## src/rtl/pc_fetch_ctrl.sv

```systemverilog
// Fetch-stage PC controller: next-PC selection, stall-safe redirect
// buffering and the IF/ID PC/link fields.
module pc_fetch_ctrl #(
    parameter logic [31:0] RESET_PC   = 32'h0000_3000,
    parameter logic [31:0] EXC_VECTOR = 32'h0000_4180
) (
    input  logic        clk,
    input  logic        reset_n,
    input  logic        stall_f,
    input  logic        br_taken,
    input  logic [31:0] br_target,
    input  logic        jmp_valid,
    input  logic [31:0] jmp_target,
    input  logic        exc_req,
    input  logic        eret_req,
    input  logic [31:0] epc,
    output logic [31:0] pc_f,
    output logic        adel_f,
    output logic [31:0] pc_d,
    output logic [31:0] pc_plus8_d,
    output logic        valid_d,
    output logic        redirect_pending
);

    typedef enum logic {
        RUN  = 1'b0,
        HOLD = 1'b1
    } state_t;

    localparam logic [31:0] IM_LO = 32'h0000_3000;
    localparam logic [31:0] IM_HI = 32'h0000_6FFC;

    state_t      state;
    state_t      state_nx;
    logic [31:0] pend;
    logic [31:0] pend_nx;
    logic [31:0] pc_f_nx;
    logic [31:0] pc_d_nx;
    logic [31:0] pc_plus8_nx;
    logic        valid_nx;
    logic        redirect;
    logic [31:0] redirect_target;
    logic        trap;
    logic [31:0] trap_target;
    logic [31:0] seq_pc;
    logic [31:0] link_pc;

    // Branch wins over jump if upstream ever asserts both.
    assign redirect        = br_taken | jmp_valid;
    assign redirect_target = br_taken ? br_target : jmp_target;
    assign trap            = exc_req | eret_req;
    assign trap_target     = exc_req ? EXC_VECTOR : epc;
    assign seq_pc          = pc_f + 32'd4;
    assign link_pc         = pc_f + 32'd8;

    assign adel_f = (pc_f[1:0] != 2'b00) | (pc_f < IM_LO) | (pc_f > IM_HI);

    assign redirect_pending = (state == HOLD);

    always_ff @(posedge clk or negedge reset_n) begin
        if (!reset_n) begin
            state      <= RUN;
            pend       <= '0;
            pc_f       <= RESET_PC;
            pc_d       <= '0;
            pc_plus8_d <= 32'd8;
            valid_d    <= 1'b0;
        end else begin
            state      <= state_nx;
            pend       <= pend_nx;
            pc_f       <= pc_f_nx;
            pc_d       <= pc_d_nx;
            pc_plus8_d <= pc_plus8_nx;
            valid_d    <= valid_nx;
        end
    end

    always_comb begin
        state_nx    = state;
        pend_nx     = pend;
        pc_f_nx     = pc_f;
        pc_d_nx     = pc_d;
        pc_plus8_nx = pc_plus8_d;
        valid_nx    = valid_d;

        if (trap) begin
            // Trap overrides stall; the delay-slot instruction in F is dropped.
            pc_f_nx  = trap_target;
            valid_nx = 1'b0;
            pend_nx  = '0;
            state_nx = RUN;
        end else begin
            unique case (state)
                RUN: begin
                    if (!stall_f) begin
                        pc_f_nx     = redirect ? redirect_target : seq_pc;
                        pc_d_nx     = pc_f;
                        pc_plus8_nx = link_pc;
                        valid_nx    = 1'b1;
                    end else if (redirect) begin
                        pend_nx  = redirect_target;
                        state_nx = HOLD;
                    end
                end
                HOLD: begin
                    if (!stall_f) begin
                        pc_f_nx     = redirect ? redirect_target : pend;
                        pc_d_nx     = pc_f;
                        pc_plus8_nx = link_pc;
                        valid_nx    = 1'b1;
                        pend_nx     = '0;
                        state_nx    = RUN;
                    end else if (redirect) begin
                        pend_nx = redirect_target;
                    end
                end
                default: begin
                    state_nx = RUN;
                end
            endcase
        end
    end

endmodule

```

## config.mk

```make
export PLATFORM = sky130hd
export DESIGN_NAME = pc_fetch_ctrl
export DESIGN_NICKNAME = d
export VERILOG_FILES = /design/src/rtl/pc_fetch_ctrl.sv
export SDC_FILE = /design/constraint.sdc
export NUM_CORES = 1
export LEC_CHECK = 0
export BUFFER_PORTS_ARGS = -buffer_cell sky130_fd_sc_hd__buf_2
export CORE_MARGIN = 2
export CORE_UTILIZATION = 50
export CTS_CLUSTER_DIAMETER = 40
export CTS_CLUSTER_SIZE = 14
export DETAILED_ROUTE_END_ITERATION = 16
export GPL_TIMING_DRIVEN = 0
export PLACE_DENSITY = 0.76
export SYNTH_ARGS = -nofsm -noshare
export SYNTH_HDL_FRONTEND = slang
export SYNTH_SLANG_ARGS = --single-unit
```

## constraint.sdc

```tcl
create_clock -name clk -period 6.8 [get_ports clk]
set_input_delay 1.7 -clock clk [delete_from_list [all_inputs] [get_ports clk]]
set_output_delay 1.7 -clock clk [all_outputs]
set_load 0.05 [all_outputs]
```

==> results_tabular.tex, run 1 <==
\begin{tabular}{lr}
\hline
Metric & Value \\
\hline
\multicolumn{2}{l}{\textbf{Clock network}} \\
Number of buffers added by the clock tree synthesis step & 17 \\
Clock transition at path regs & 0.06 ns \\
Max clock buf depth & 2 \\
\# clock sinks & 127 \\
Clk Latency, worst-skew pair & 0.42 ns \\
Clock root cell & sky130\_fd\_sc\_hd\_\_clkbuf\_16 \\
TritonCTS clock tree & done \\
Quantity of hold-fixing buffers added after cts & 0 \\
H-Tree Depth & 4 \\
Resized cells post-CTS & 0 \\
Setup Buffers After CTS & 0 \\
\multicolumn{2}{l}{\textbf{Setup path}} \\
Crit path capture type & output pin \\
Critical-path top delay cell & sky130\_fd\_sc\_hd\_\_dfrtp\_1 \\
CP peak stage delay & 0.37 ns \\
CP most frequent cell & sky130\_fd\_sc\_hd\_\_nor4\_1 \\
Worst EP required & 5.10 ns \\
Category of the most critical setup path & reg -> out \\
Endpoint arrival time on the critical path & 2.29 ns \\
Launching element type of the critical path & flop \\
Worst-path cell chain & clkbuf\_1 -> nor4\_1 -> nand2\_1 -> nor4\_1 -> nand4\_1 -> buf\_2 \\
Peak fanout along the critical path & 9 \\
\multicolumn{2}{l}{\textbf{Synthesis}} \\
Total of warnings raised by yosys & 0 \\
Proportion of netlist area held by the largest area contributor & 43.0\% \\
Post-Synthesis Cell Area & 7210 um2 \\
Synthesized area divided by synthesized cell count & 8.23 um2 \\
Cell taking the most area after synthesis & sky130\_fd\_sc\_hd\_\_dfrtp\_1 \\
Async set-or-reset flop fraction in the synthesized netlist & 100\% \\
Syn\_nets & 981 \\
Post-synth top flop & sky130\_fd\_sc\_hd\_\_dfrtp\_1 \\
Number of unique standard cell types used by synthesis & 55 \\
Biggest area contributors in the synthesized netlist & sky130\_fd\_sc\_hd\_\_dfrtp\_1, sky130\_fd\_sc\_hd\_\_nand2\_1, sky130\_fd\_sc\_hd\_\_o21ai\_0 \\
Register bit total from synthesis & 127 \\
Count of flip-flops with a built-in enable after synthesis & 0 \\
Sequential area share after synthesis & 44.1\% \\
Syn Inst Count & 876 \\
\multicolumn{2}{l}{\textbf{Routing}} \\
Total met3 wirelength after detailed routing & 2430 um \\
Number of routed nets with antenna violations & 0 \\
Detailed Routing Iterations Pass 1 & 5 \\
Starting DRT DRC Count & 828 \\
Top routing layer in use & met4 \\
Total detailed-routing wirelength & 25200 um \\
Length of routed wiring on met1 & 10700 um \\
Routed length per placed instance & 19.6 um \\
Via density & 5.97 \\
Routed wire length on met2 & 11200 um \\
Total number of vias & 7682 \\
Residual DRC count & 0 \\
\multicolumn{2}{l}{\textbf{Global route}} \\
Grt total ovfl & 0 \\
Number of antenna violations at the first check in global routing & 0 \\
Total routing usage reported by global routing & 33.7\% \\
Via count of the first global-routing pass & 7197 \\
Pin count of the biggest net entering global routing & 77 \\
First-pass GRT wire length & 38900 um \\
\multicolumn{2}{l}{\textbf{Flow run}} \\
Maximum Capacitance Violations & 0 \\
\multicolumn{2}{l}{\textbf{STA}} \\
Fin Clk Skew & 0.00683 ns \\
Number of setup violations in the final report & 0 \\
Final number of max-transition violations & 0 \\
Final-layout setup total negative slack & 0 ns \\
Unrepaired setup endpoints after global routing & no \\
Measured slew at the worst slew-check pin & 1.28 ns \\
Share of the clock period used by the worst path after layout & 58.6\% \\
Maximum clock frequency & 251 MHz \\
Time the final worst path needs with I/O delays and setup & 3.99 ns \\
Worst relative slew slack & 14.2\% \\
Number of endpoints with negative hold slack in the final report & 0 \\
\multicolumn{2}{l}{\textbf{Layout}} \\
Fraction of layout instances using a drive strength above 1 & 23.5\% \\
Number of diodes added for antenna fixing & 0 \\
Nets & 1200 \\
Fill cell count & 1269 \\
Most frequent cells in the layout & sky130\_fd\_sc\_hd\_\_buf\_2, sky130\_fd\_sc\_hd\_\_nand2\_1, sky130\_fd\_sc\_hd\_\_dfrtp\_1 \\
Post-layout utilization of the core & 64.3\% \\
Area Overhead vs Synth & 24.8\% \\
Leading cell type in the layout, fill and taps excluded & sky130\_fd\_sc\_hd\_\_buf\_2 \\
\multicolumn{2}{l}{\textbf{Status}} \\
Result of the run & complete, no violations \\
\multicolumn{2}{l}{\textbf{Placement}} \\
Number of input and output port buffers inserted & 199 \\
Final HPWL from detailed placement & 18700 um \\
Gp weighted congestion & 0.966 \\
\multicolumn{2}{l}{\textbf{Pwr}} \\
Leak pwr & 4.24 nW \\
Maximum vdd ir drop & 187 uV \\
P per Cell Area & 263 nW/um2 \\
\multicolumn{2}{l}{\textbf{Floorplanning}} \\
Effective utilization at floorplan & 51.5\% \\
Total core area & 14000 um2 \\
Io pins & 202 \\
Die outline width & 124 um \\
Die Outline Area & 15400 um2 \\
Height of the die & 124 um \\
Number of standard-cell rows in the floorplan & 43 \\
\multicolumn{2}{l}{\textbf{Hold path}} \\
Class of the most critical hold timing path & reg -> reg \\
\hline
\end{tabular}
per-layer routing:
metal  track usage (%)  vias to the layer above
met3              5.86                       77
li1                  -                     3499
met2              51.2                      482
met1              47.2                     3624
met4              15.1                        0
met5                 0                        -
cell usage after synthesis (4+ instances only):
cell type and instances:
sky130_fd_sc_hd__nand3_1 15, sky130_fd_sc_hd__buf_1 7, sky130_fd_sc_hd__o32ai_1 6, sky130_fd_sc_hd__nor4_1 12, sky130_fd_sc_hd__o221ai_1 4, sky130_fd_sc_hd__dfrtp_1 124, sky130_fd_sc_hd__o211ai_1 4, sky130_fd_sc_hd__clkbuf_1 55
sky130_fd_sc_hd__nor2b_1 9, sky130_fd_sc_hd__o32a_1 8, sky130_fd_sc_hd__a211oi_1 8, sky130_fd_sc_hd__a21oi_1 41, sky130_fd_sc_hd__nand4_1 13, sky130_fd_sc_hd__a22o_1 13, sky130_fd_sc_hd__xor2_1 17, sky130_fd_sc_hd__and3_1 13
sky130_fd_sc_hd__nor2_1 49, sky130_fd_sc_hd__a221oi_1 9, sky130_fd_sc_hd__a211o_1 6, sky130_fd_sc_hd__nand2b_1 6, sky130_fd_sc_hd__nand3b_1 5, sky130_fd_sc_hd__nor3_1 24, sky130_fd_sc_hd__a22oi_1 8, sky130_fd_sc_hd__o21ai_0 88
sky130_fd_sc_hd__or3_1 4, sky130_fd_sc_hd__a21boi_0 12, sky130_fd_sc_hd__buf_4 6, sky130_fd_sc_hd__buf_2 17, sky130_fd_sc_hd__nand2_1 205, sky130_fd_sc_hd__xnor2_1 35, sky130_fd_sc_hd__inv_1 11
path summary, 6_finish.rpt:
check                              start       end  slack (ns)  cells past startpoint
worst max-delay path            pc_f[27]    adel_f        2.81                      6
worst min-delay path             pc_d[8]   pc_d[8]        0.47                      2
worst max register to register   pc_f[2]  pc_f[22]        4.09                      6
worst min register to register   pc_d[8]   pc_d[8]        0.47                      2
max in group asynchronous        reset_n  pc_f[12]        4.79                      2
min in group asynchronous        reset_n  pc_d[23]        1.23                      1
state kept, by name (all words and copies together) (netlist names):
register	count
pend	32
pc_f	32
pc_d	32
redirect_pending	1
pc_plus8_d	29
valid_d	1
layout make-up:
cell class / instances / area [um2] / share of cell area (%)
Multi-Input combinational cell: 651 / 3610 / 40.1
Sequential cell: 127 / 3180 / 35.4
Timing Repair Buffer: 200 / 1030 / 11.4
Clock buffer: 23 / 468 / 5.20
Buffer: 86 / 374 / 4.16
Tap cell: 180 / 225 / 2.50
Clock inverter: 8 / 65.1 / 0.723
Inverter: 12 / 45.0 / 0.501
where the power goes:
part | switching (mW) | internal, mW
Combinational | 0.479 | 0.162
Clock | 0.330 | 0.514
Sequential | 0.0486 | 0.831
critical path, delay by kind of cell, from the launching register on:
| kind | cells | cell delay (ns) |
|---|---|---|
| buffers and inverters | 2 | 0.56 |
| AND/OR/NAND/NOR | 4 | 0.93 |
| flip-flops | 1 | 0.37 |
cells by family after synthesis:
kind of cell | count (synthesis) | share of synthesized area (%)
and+or+nand+nor | 366 | 22.7
AOI/OAI and AO/OA | 228 | 20.3
DFF | 127 | 44.1
buffers and inverters | 98 | 5.81
xor gates and xnor gates | 52 | 6.32
muxes | 3 | 0.417
adders and majority gates | 2 | 0.347
metrics by stage:
stage	instance area, um2	cells	hold WS [ns]	setup WS, ns	power (mW)
6_report	9000	1287	0.470	2.81	2.36
5_1_grt	9000	1287	0.491	2.68	2.45
2_1_floorplan	7210	876	0.445	3.30	1.32
3_5_place_dp	8460	1256	0.463	2.83	1.52
3_3_place_gp	8430	1255	0.455	2.35	1.51
4_1_cts	9000	1287	0.476	2.87	2.35
Note: power is estimated with default switching activity, not from simulation.
==> run 2, diff against run 1 <==
--- a/config.mk
+++ b/config.mk
@@ -5,6 +5,7 @@
 export SDC_FILE = /design/constraint.sdc
 export NUM_CORES = 1
 export LEC_CHECK = 0
+export ABC_AREA = 1
 export BUFFER_PORTS_ARGS = -buffer_cell sky130_fd_sc_hd__buf_2
 export CORE_MARGIN = 2
 export CORE_UTILIZATION = 50
==> constraint.sdc (replaced) <==
create_clock -name clk -period 3.9 [get_ports clk]
set_input_delay 0.975 -clock clk [delete_from_list [all_inputs] [get_ports clk]]
set_output_delay 0.975 -clock clk [all_outputs]
set_load 0.05 [all_outputs]
==> results_tabular.tex, run 2 <==
\begin{tabular}{lr}
\hline
Metric & Value \\
\hline
\multicolumn{2}{l}{\textbf{Clock network}} \\
\# clock sinks & 127 (unchanged) \\
Number of buffers added by the clock tree synthesis step & 17 (unchanged) \\
Quantity of hold-fixing buffers added after cts & 0 (unchanged) \\
Clock root cell & sky130\_fd\_sc\_hd\_\_clkbuf\_16 \\
Clock transition at path regs & 0.06 ns (about the same) \\
Setup Buffers After CTS & 0 (unchanged) \\
Clk Latency, worst-skew pair & 0.42 ns (about the same) \\
Max clock buf depth & 2 (unchanged) \\
Resized cells post-CTS & 0 (unchanged) \\
TritonCTS clock tree & done \\
H-Tree Depth & 4 (unchanged) \\
\multicolumn{2}{l}{\textbf{Synthesis}} \\
Syn\_nets & 1147 (+17\%) \\
Sequential area share after synthesis & 42.5\% (-1.6 points) \\
Total of warnings raised by yosys & 0 (unchanged) \\
Synthesized area divided by synthesized cell count & 7.18 um2 (-13\%) \\
Register bit total from synthesis & 127 (unchanged) \\
Post-Synthesis Cell Area & 7480 um2 (+3.8\%) \\
Proportion of netlist area held by the largest area contributor & 41.5\% (-1.6 points) \\
Syn Inst Count & 1042 (+19\%) \\
Most frequent cell after synthesis & sky130\_fd\_sc\_hd\_\_nand2\_1 \\
Cell taking the most area after synthesis & sky130\_fd\_sc\_hd\_\_dfrtp\_1 \\
Number of unique standard cell types used by synthesis & 36 (-35\%) \\
Most instantiated cells after synthesis & sky130\_fd\_sc\_hd\_\_nand2\_1, sky130\_fd\_sc\_hd\_\_o21ai\_0, sky130\_fd\_sc\_hd\_\_dfrtp\_1, sky130\_fd\_sc\_hd\_\_inv\_1, sky130\_fd\_sc\_hd\_\_nand3\_1 \\
Post-synth top flop & sky130\_fd\_sc\_hd\_\_dfrtp\_1 \\
Biggest area contributors in the synthesized netlist & sky130\_fd\_sc\_hd\_\_dfrtp\_1, sky130\_fd\_sc\_hd\_\_nand2\_1, sky130\_fd\_sc\_hd\_\_o21ai\_0 \\
Count of flip-flops with a built-in enable after synthesis & 0 (unchanged) \\
Async set-or-reset flop fraction in the synthesized netlist & 100\% (unchanged) \\
\multicolumn{2}{l}{\textbf{Pwr}} \\
Total power after layout & 4.24 mW (+79\%) \\
Leak pwr & 4.56 nW (+7.5\%) \\
Maximum vdd ir drop & 305 uV (+63\%) \\
P per Cell Area & 454 nW/um2 (+73\%) \\
\multicolumn{2}{l}{\textbf{Floorplanning}} \\
Height of the die & 126 um (+1.8\%) \\
Io pins & 202 (unchanged) \\
Die Outline Area & 16000 um2 (+3.7\%) \\
Number of standard-cell rows in the floorplan & 44 (+2.3\%) \\
Effective utilization at floorplan & 51.3\% (-0.25 points) \\
Total core area & 14600 um2 (+4.3\%) \\
Die outline width & 126 um (+1.8\%) \\
\multicolumn{2}{l}{\textbf{Layout}} \\
Fill cell count & 1333 (+5.0\%) \\
Leading cell type in the layout, fill and taps excluded & sky130\_fd\_sc\_hd\_\_nand2\_1 \\
Number of diodes added for antenna fixing & 0 (unchanged) \\
Area Overhead vs Synth & 24.6\% \\
Largest registers & pc\_d x32, pc\_f x32, pend x32 \\
Most frequent cells in the layout & sky130\_fd\_sc\_hd\_\_nand2\_1, sky130\_fd\_sc\_hd\_\_buf\_2, sky130\_fd\_sc\_hd\_\_o21ai\_0 \\
Non-filler cells, final & 1459 (+13\%) \\
Fraction of layout instances using a drive strength above 1 & 23.5\% (+0.043 points) \\
Nets & 1368 (+14\%) \\
\multicolumn{2}{l}{\textbf{STA}} \\
Final number of max-transition violations & 0 (unchanged) \\
Final-layout setup total negative slack & 0 ns (unchanged) \\
Maximum clock frequency & 326 MHz \\
Number of setup violations in the final report & 0 (unchanged) \\
Unrepaired setup endpoints after global routing & no \\
Fin Clk Skew & 0.00599 ns (-0.000837 ns) \\
Time the final worst path needs with I/O delays and setup & 3.07 ns \\
Number of endpoints with negative hold slack in the final report & 0 (unchanged) \\
Measured slew at the worst slew-check pin & 0.646 ns (-0.632 ns) \\
Share of the clock period used by the worst path after layout & 78.7\% \\
Worst relative slew slack & 56.9\% (+43 points) \\
\multicolumn{2}{l}{\textbf{Global route}} \\
Number of antenna violations at the first check in global routing & 0 (unchanged) \\
Grt total ovfl & 0 (unchanged) \\
First-pass GRT wire length & 40600 um (+4.4\%) \\
Pin count of the biggest net entering global routing & 79 (+2.6\%) \\
Via count of the first global-routing pass & 7397 (+2.8\%) \\
Total routing usage reported by global routing & 32.6\% (-1.0 points) \\
\multicolumn{2}{l}{\textbf{Setup path}} \\
Launch point of the worst reg-to-reg path & pc\_f[13] \\
Peak fanout along the critical path & 5 (-4) \\
Launch point of the worst path & pc\_f[31] \\
Category of the most critical setup path & reg -> out \\
Worst-path cell chain & inv\_1 -> nand3\_1 -> a221oi\_1 -> nand4\_1 -> buf\_2 \\
Worst EP required & 2.92 ns (-2.18 ns) \\
Launching element type of the critical path & flop \\
Endpoint arrival time on the critical path & 2.09 ns (-0.20 ns) \\
CP peak stage delay & 0.42 ns (+0.05 ns) \\
Worst reg2reg setup slack & 2.03 ns (-2.06 ns) \\
Crit path capture type & output pin \\
Critical-path top delay cell & sky130\_fd\_sc\_hd\_\_dfrtp\_1 \\
\multicolumn{2}{l}{\textbf{Placement}} \\
Number of input and output port buffers inserted & 201 (+1.0\%) \\
Final HPWL from detailed placement & 20100 um (+7.6\%) \\
Placed cells & 1428 (+14\%) \\
Gp weighted congestion & 1.00 (+3.7\%) \\
\multicolumn{2}{l}{\textbf{Routing}} \\
Detailed Routing Iterations Pass 1 & 7 (+2) \\
Total detailed-routing wirelength & 26000 um (+3.3\%) \\
Via density & 5.57 (-6.6\%) \\
Number of routed nets with antenna violations & 0 (unchanged) \\
Starting DRT DRC Count & 777 (-6.2\%) \\
Total number of vias & 8130 (+5.8\%) \\
Routed length per placed instance & 17.9 um (-8.9\%) \\
Residual DRC count & 0 (unchanged) \\
\multicolumn{2}{l}{\textbf{Hold path}} \\
Class of the most critical hold timing path & reg -> reg \\
Worst min-delay path startpoint & pc\_d[21] \\
\multicolumn{2}{l}{\textbf{Flow run}} \\
Maximum Capacitance Violations & 0 (unchanged) \\
\multicolumn{2}{l}{\textbf{Status}} \\
Result of the run & complete, no violations \\
\hline
\end{tabular}
run 2: cell types whose count changed after synthesis, sizes merged, moves of 24 or more:
cell    change
clkbuf     -27
inv        +93
nand2     +112
nand3      +47
nor2       +24
o21ai      +79
xnor2      -34
run 2: through the flow:
stage	cell area [um2]	setup slack, ns	hold slack [ns]	util, %
floorplan	7480	1.30	0.450	-
global placement	8720	0.116	0.457	59.8
detailed placement	8750	1.33	0.464	60.0
CTS	9320	0.887	0.478	63.9
global route	9320	0.857	0.491	63.9
finish	9320	0.832	0.475	63.9
run 2: critical path: cells and delay by family (launching register included):
kind	cells	cell delay, ns
buffers and inverters	2	0.50
DFF	1	0.42
AOI/OAI and AO/OA	1	0.38
and+or+nand+nor	2	0.37
run 2: cells by family (layout without fill, tap and decap cells):
family / count (synthesis) / after routing / synth area share [%]
AOI/OAI and AO/OA: 265 / 265 / 19.3
xor gates and xnor gates: 7 / 7 / 0.820
adders and majority gates: 2 / 2 / 0.334
buffers and inverters: 163 / 396 / 8.93
DFF: 127 / 127 / 42.5
and+or+nand+nor: 478 / 478 / 28.0
run 2: layer usage:
layer | GRT usage (%) | routed length [um] | part of all wire, %
met5 | 0 | 0 | 0
met1 | 48.2 | 11400 | 44
met2 | 51.1 | 11700 | 45
met4 | 8.79 | 592 | 2.3
met3 | 4.34 | 2280 | 8.8
run 2: cell type report:
| type | instances | area [um2] | area share (%) |
|---|---|---|---|
| Multi-Input combinational cell | 752 | 3630 | 39.0 |
| Sequential cell | 127 | 3180 | 34.1 |
| Timing Repair Buffer | 202 | 1040 | 11.2 |
| Clock buffer | 25 | 485 | 5.21 |
| Inverter | 105 | 394 | 4.23 |
| Buffer | 58 | 274 | 2.94 |
| Tap cell | 184 | 230 | 2.47 |
| Clock inverter | 6 | 82.6 | 0.886 |
run 2: report_power, final:
| group | internal (mW) | total (mW) | leakage, nW | switching (mW) |
|---|---|---|---|---|
| logic | 0.273 | 1.12 | 2.62 | 0.843 |
| registers | 1.46 | 1.57 | 1.65 | 0.110 |
| clock network | 0.985 | 1.55 | 0.277 | 0.567 |
| total | 2.71 | 4.24 | 4.56 | 1.52 |
run 2: path summary, 6_finish.rpt:
check,endpoint,cells after the start
min reg2reg,pc_d[21],2
min in group asynchronous,pc_d[26],1
max in group asynchronous,pc_f[12],2
max,adel_f,5
max reg2reg,pc_f[23],8
min,pc_d[21],2
==> run 3, diff against run 2 <==
--- a/config.mk
+++ b/config.mk
@@ -8,7 +8,7 @@
 export ABC_AREA = 1
 export BUFFER_PORTS_ARGS = -buffer_cell sky130_fd_sc_hd__buf_2
 export CORE_MARGIN = 2
-export CORE_UTILIZATION = 50
+export CORE_UTILIZATION = 48
 export CTS_CLUSTER_DIAMETER = 40
 export CTS_CLUSTER_SIZE = 14
 export DETAILED_ROUTE_END_ITERATION = 16
==> constraint.sdc (replaced) <==
create_clock -name clk -period 2.7 [get_ports clk]
set_input_delay 0.675 -clock clk [delete_from_list [all_inputs] [get_ports clk]]
set_output_delay 0.675 -clock clk [all_outputs]
set_load 0.05 [all_outputs]
==> results_tabular.tex, run 3 (same netlist as run 2, synthesis figures left out) <==
\begin{tabular}{lr}
\hline
Metric & Value \\
\hline
\multicolumn{2}{l}{\textbf{Status}} \\
Result of the run & complete, no violations \\
\multicolumn{2}{l}{\textbf{Clock network}} \\
Setup Buffers After CTS & 0 (unchanged) \\
Clk Latency, worst-skew pair & 0.43 ns (about the same) \\
H-Tree Depth & 4 (unchanged) \\
TritonCTS clock tree & done \\
\# clock sinks & 127 (unchanged) \\
Max clock buf depth & 2 (unchanged) \\
Resized cells post-CTS & 1 (+1) \\
Number of buffers added by the clock tree synthesis step & 17 (unchanged) \\
Clock transition at path regs & 0.06 ns (about the same) \\
Clock root cell & sky130\_fd\_sc\_hd\_\_clkbuf\_16 \\
Quantity of hold-fixing buffers added after cts & 0 (unchanged) \\
\multicolumn{2}{l}{\textbf{Setup path}} \\
Count of buffer and inverter cells on the critical path & 1 (-1) \\
Launching element type of the critical path & flop \\
CP peak stage delay & 0.63 ns (+0.21 ns) \\
Peak fanout along the critical path & 7 (+2) \\
Critical-path top delay cell & sky130\_fd\_sc\_hd\_\_dfstp\_2 \\
Category of the most critical setup path & reg -> out \\
Delay-heaviest family, CP & flip-flops \\
Launch point of the worst reg-to-reg path & redirect\_pending \\
Worst EP required & 2.03 ns (-0.89 ns) \\
Worst reg2reg setup slack & 0.77 ns (-1.26 ns) \\
End of the worst register-to-register path & pc\_f[31] \\
Crit path capture type & output pin \\
Worst-path cell chain & nand2\_1 -> a221oi\_2 -> nand4\_1 -> buf\_2 \\
Endpoint arrival time on the critical path & 1.93 ns (-0.16 ns) \\
Depth of the most critical reg-to-reg path & 6 (-2) \\
\multicolumn{2}{l}{\textbf{Placement}} \\
Final HPWL from detailed placement & 20400 um (+1.7\%) \\
Placed cell area & 8760 um2 (about the same) \\
Placed cells & 1432 (+0.28\%) \\
Number of input and output port buffers inserted & 201 (unchanged) \\
Gp weighted congestion & 0.968 (-3.4\%) \\
\multicolumn{2}{l}{\textbf{Routing}} \\
Starting DRT DRC Count & 784 (+0.90\%) \\
Detailed Routing Iterations Pass 1 & 6 (-1) \\
Routed length per placed instance & 18.0 um (+0.92\%) \\
Residual DRC count & 0 (unchanged) \\
Total number of vias & 8161 (+0.38\%) \\
Via density & 5.57 (about the same) \\
Total detailed-routing wirelength & 26400 um (+1.3\%) \\
Number of routed nets with antenna violations & 0 (unchanged) \\
\multicolumn{2}{l}{\textbf{Floorplanning}} \\
Height of the die & 129 um (+2.0\%) \\
Die Outline Area & 16600 um2 (+4.0\%) \\
Io pins & 202 (unchanged) \\
Number of standard-cell rows in the floorplan & 45 (+2.3\%) \\
Effective utilization at floorplan & 49.2\% (-2.1 points) \\
Total core area & 15200 um2 (+4.2\%) \\
Die outline width & 129 um (+2.0\%) \\
\multicolumn{2}{l}{\textbf{Layout}} \\
Fraction of layout instances using a drive strength above 1 & 23.9\% (+0.37 points) \\
Sequential Area & 3180 um2 (unchanged) \\
Leading cell type in the layout, fill and taps excluded & sky130\_fd\_sc\_hd\_\_nand2\_1 \\
Most frequent cells in the layout & sky130\_fd\_sc\_hd\_\_nand2\_1, sky130\_fd\_sc\_hd\_\_buf\_2, sky130\_fd\_sc\_hd\_\_o21ai\_0 \\
Largest registers & pc\_d x32, pc\_f x32, pend x32 \\
Number of diodes added for antenna fixing & 0 (unchanged) \\
Area occupied by multi-input gates & 3640 um2 (+0.17\%) \\
Nets & 1368 (unchanged) \\
Area Overhead vs Synth & 25.6\% \\
Fill cell count & 1456 (+9.2\%) \\
Non-filler cells, final & 1464 (+0.34\%) \\
Final Cell Area & 9390 um2 (+0.79\%) \\
\multicolumn{2}{l}{\textbf{STA}} \\
Final number of max-transition violations & 0 (unchanged) \\
Number of setup violations in the final report & 0 (unchanged) \\
Time the final worst path needs with I/O delays and setup & 2.60 ns \\
Fin Clk Skew & 0.00693 ns (+0.000934 ns) \\
Worst relative slew slack & 56.0\% (-0.98 points) \\
Maximum clock frequency & 384 MHz \\
Measured slew at the worst slew-check pin & 0.661 ns (+0.0147 ns) \\
Number of endpoints with negative hold slack in the final report & 0 (unchanged) \\
Unrepaired setup endpoints after global routing & no \\
Share of the clock period used by the worst path after layout & 96.5\% \\
\multicolumn{2}{l}{\textbf{Pwr}} \\
Leak pwr & 4.58 nW (+0.57\%) \\
Total power after layout & 6.36 mW (+50\%) \\
Switch Pwr & 2.28 mW (+50\%) \\
Sequential share of power & 35.7\% (-1.3 points) \\
Fraction of power consumed by the clock network & 38.8\% (+2.2 points) \\
P per Cell Area & 677 nW/um2 (+49\%) \\
Maximum vdd ir drop & 437 uV (+43\%) \\
Switching Fraction & 35.9\% (about the same) \\
Part of the power in combinational logic & 25.5\% (-0.9 points) \\
Cell internal power dissipation & 4.08 mW (+50\%) \\
\multicolumn{2}{l}{\textbf{Global route}} \\
Via count of the first global-routing pass & 7323 (-1.0\%) \\
Pin count of the biggest net entering global routing & 70 (-11\%) \\
Number of antenna violations at the first check in global routing & 0 (unchanged) \\
First-pass GRT wire length & 40100 um (-1.1\%) \\
Grt total ovfl & 0 (unchanged) \\
Total routing usage reported by global routing & 32.0\% (-0.66 points) \\
\multicolumn{2}{l}{\textbf{Flow run}} \\
Maximum Capacitance Violations & 0 (unchanged) \\
\multicolumn{2}{l}{\textbf{Hold path}} \\
Class of the most critical hold timing path & in -> async \\
\hline
\end{tabular}
[run 3: how the worst max path moves through the flow]
stage              from      end  depth (start not counted)
2_1_floorplan  pc_f[12]   adel_f                          3
3_3_place_gp    reset_n  pend[0]                          1
3_5_place_dp   pc_f[14]   adel_f                          5
4_1_cts        pc_f[14]   adel_f                          5
5_1_grt        pc_f[14]   adel_f                          5
6_report       pc_f[13]   adel_f                          4
[run 3: area by class of cell]
type / count / area share [%]
inverter: 105 / 4.20
sequential: 127 / 33.9
multi-input combinational: 752 / 38.7
clock inverter: 12 / 1.96
clock buffer: 20 / 4.76
tap: 188 / 2.50
buffer: 58 / 2.92
timing repair buffer: 202 / 11.1
[run 3: power by group through the flow]
stage	sequential (mW)	combinational [mW]	clock, mW
after floorplan	2.88	0.495	0
after detailed placement	2.29	1.61	0
after global routing	2.29	1.73	2.55
final	2.27	1.62	2.47
after CTS	2.26	1.62	2.47
after global placement	2.29	1.59	0
[run 3: worst reg2reg max path, cell delays in order (launching register included)]
cell and delay [ns]:
sky130_fd_sc_hd__dfrtp_1 0.44, sky130_fd_sc_hd__inv_1 0.09, sky130_fd_sc_hd__buf_2 0.22, sky130_fd_sc_hd__clkbuf_1 0.42
sky130_fd_sc_hd__o21ai_0 0.34, sky130_fd_sc_hd__a21oi_1 0.22, sky130_fd_sc_hd__nand2_1 0.07
[run 3: stage by stage]
stage	util, %	setup TNS [ns]	hold slack (ns)	setup WS [ns]
CTS	61.8	0	0.237	0.0976
floorplan	-	0	0.379	0.405
detailed placement	57.6	0	0.464	0.384
global placement	57.4	-94.43	0.458	-0.773
finish	61.8	0	0.215	0.0957
global route	61.8	0	0.259	0.0622
[run 3: per-layer routing]
layer	vias up	part of all wire (%)	global-route usage, %
li1	3872	-	-
met1	3814	42	44.4
met2	433	46	50.7
met3	42	9.3	6.57
met4	0	2.3	9.72
met5	-	0	0
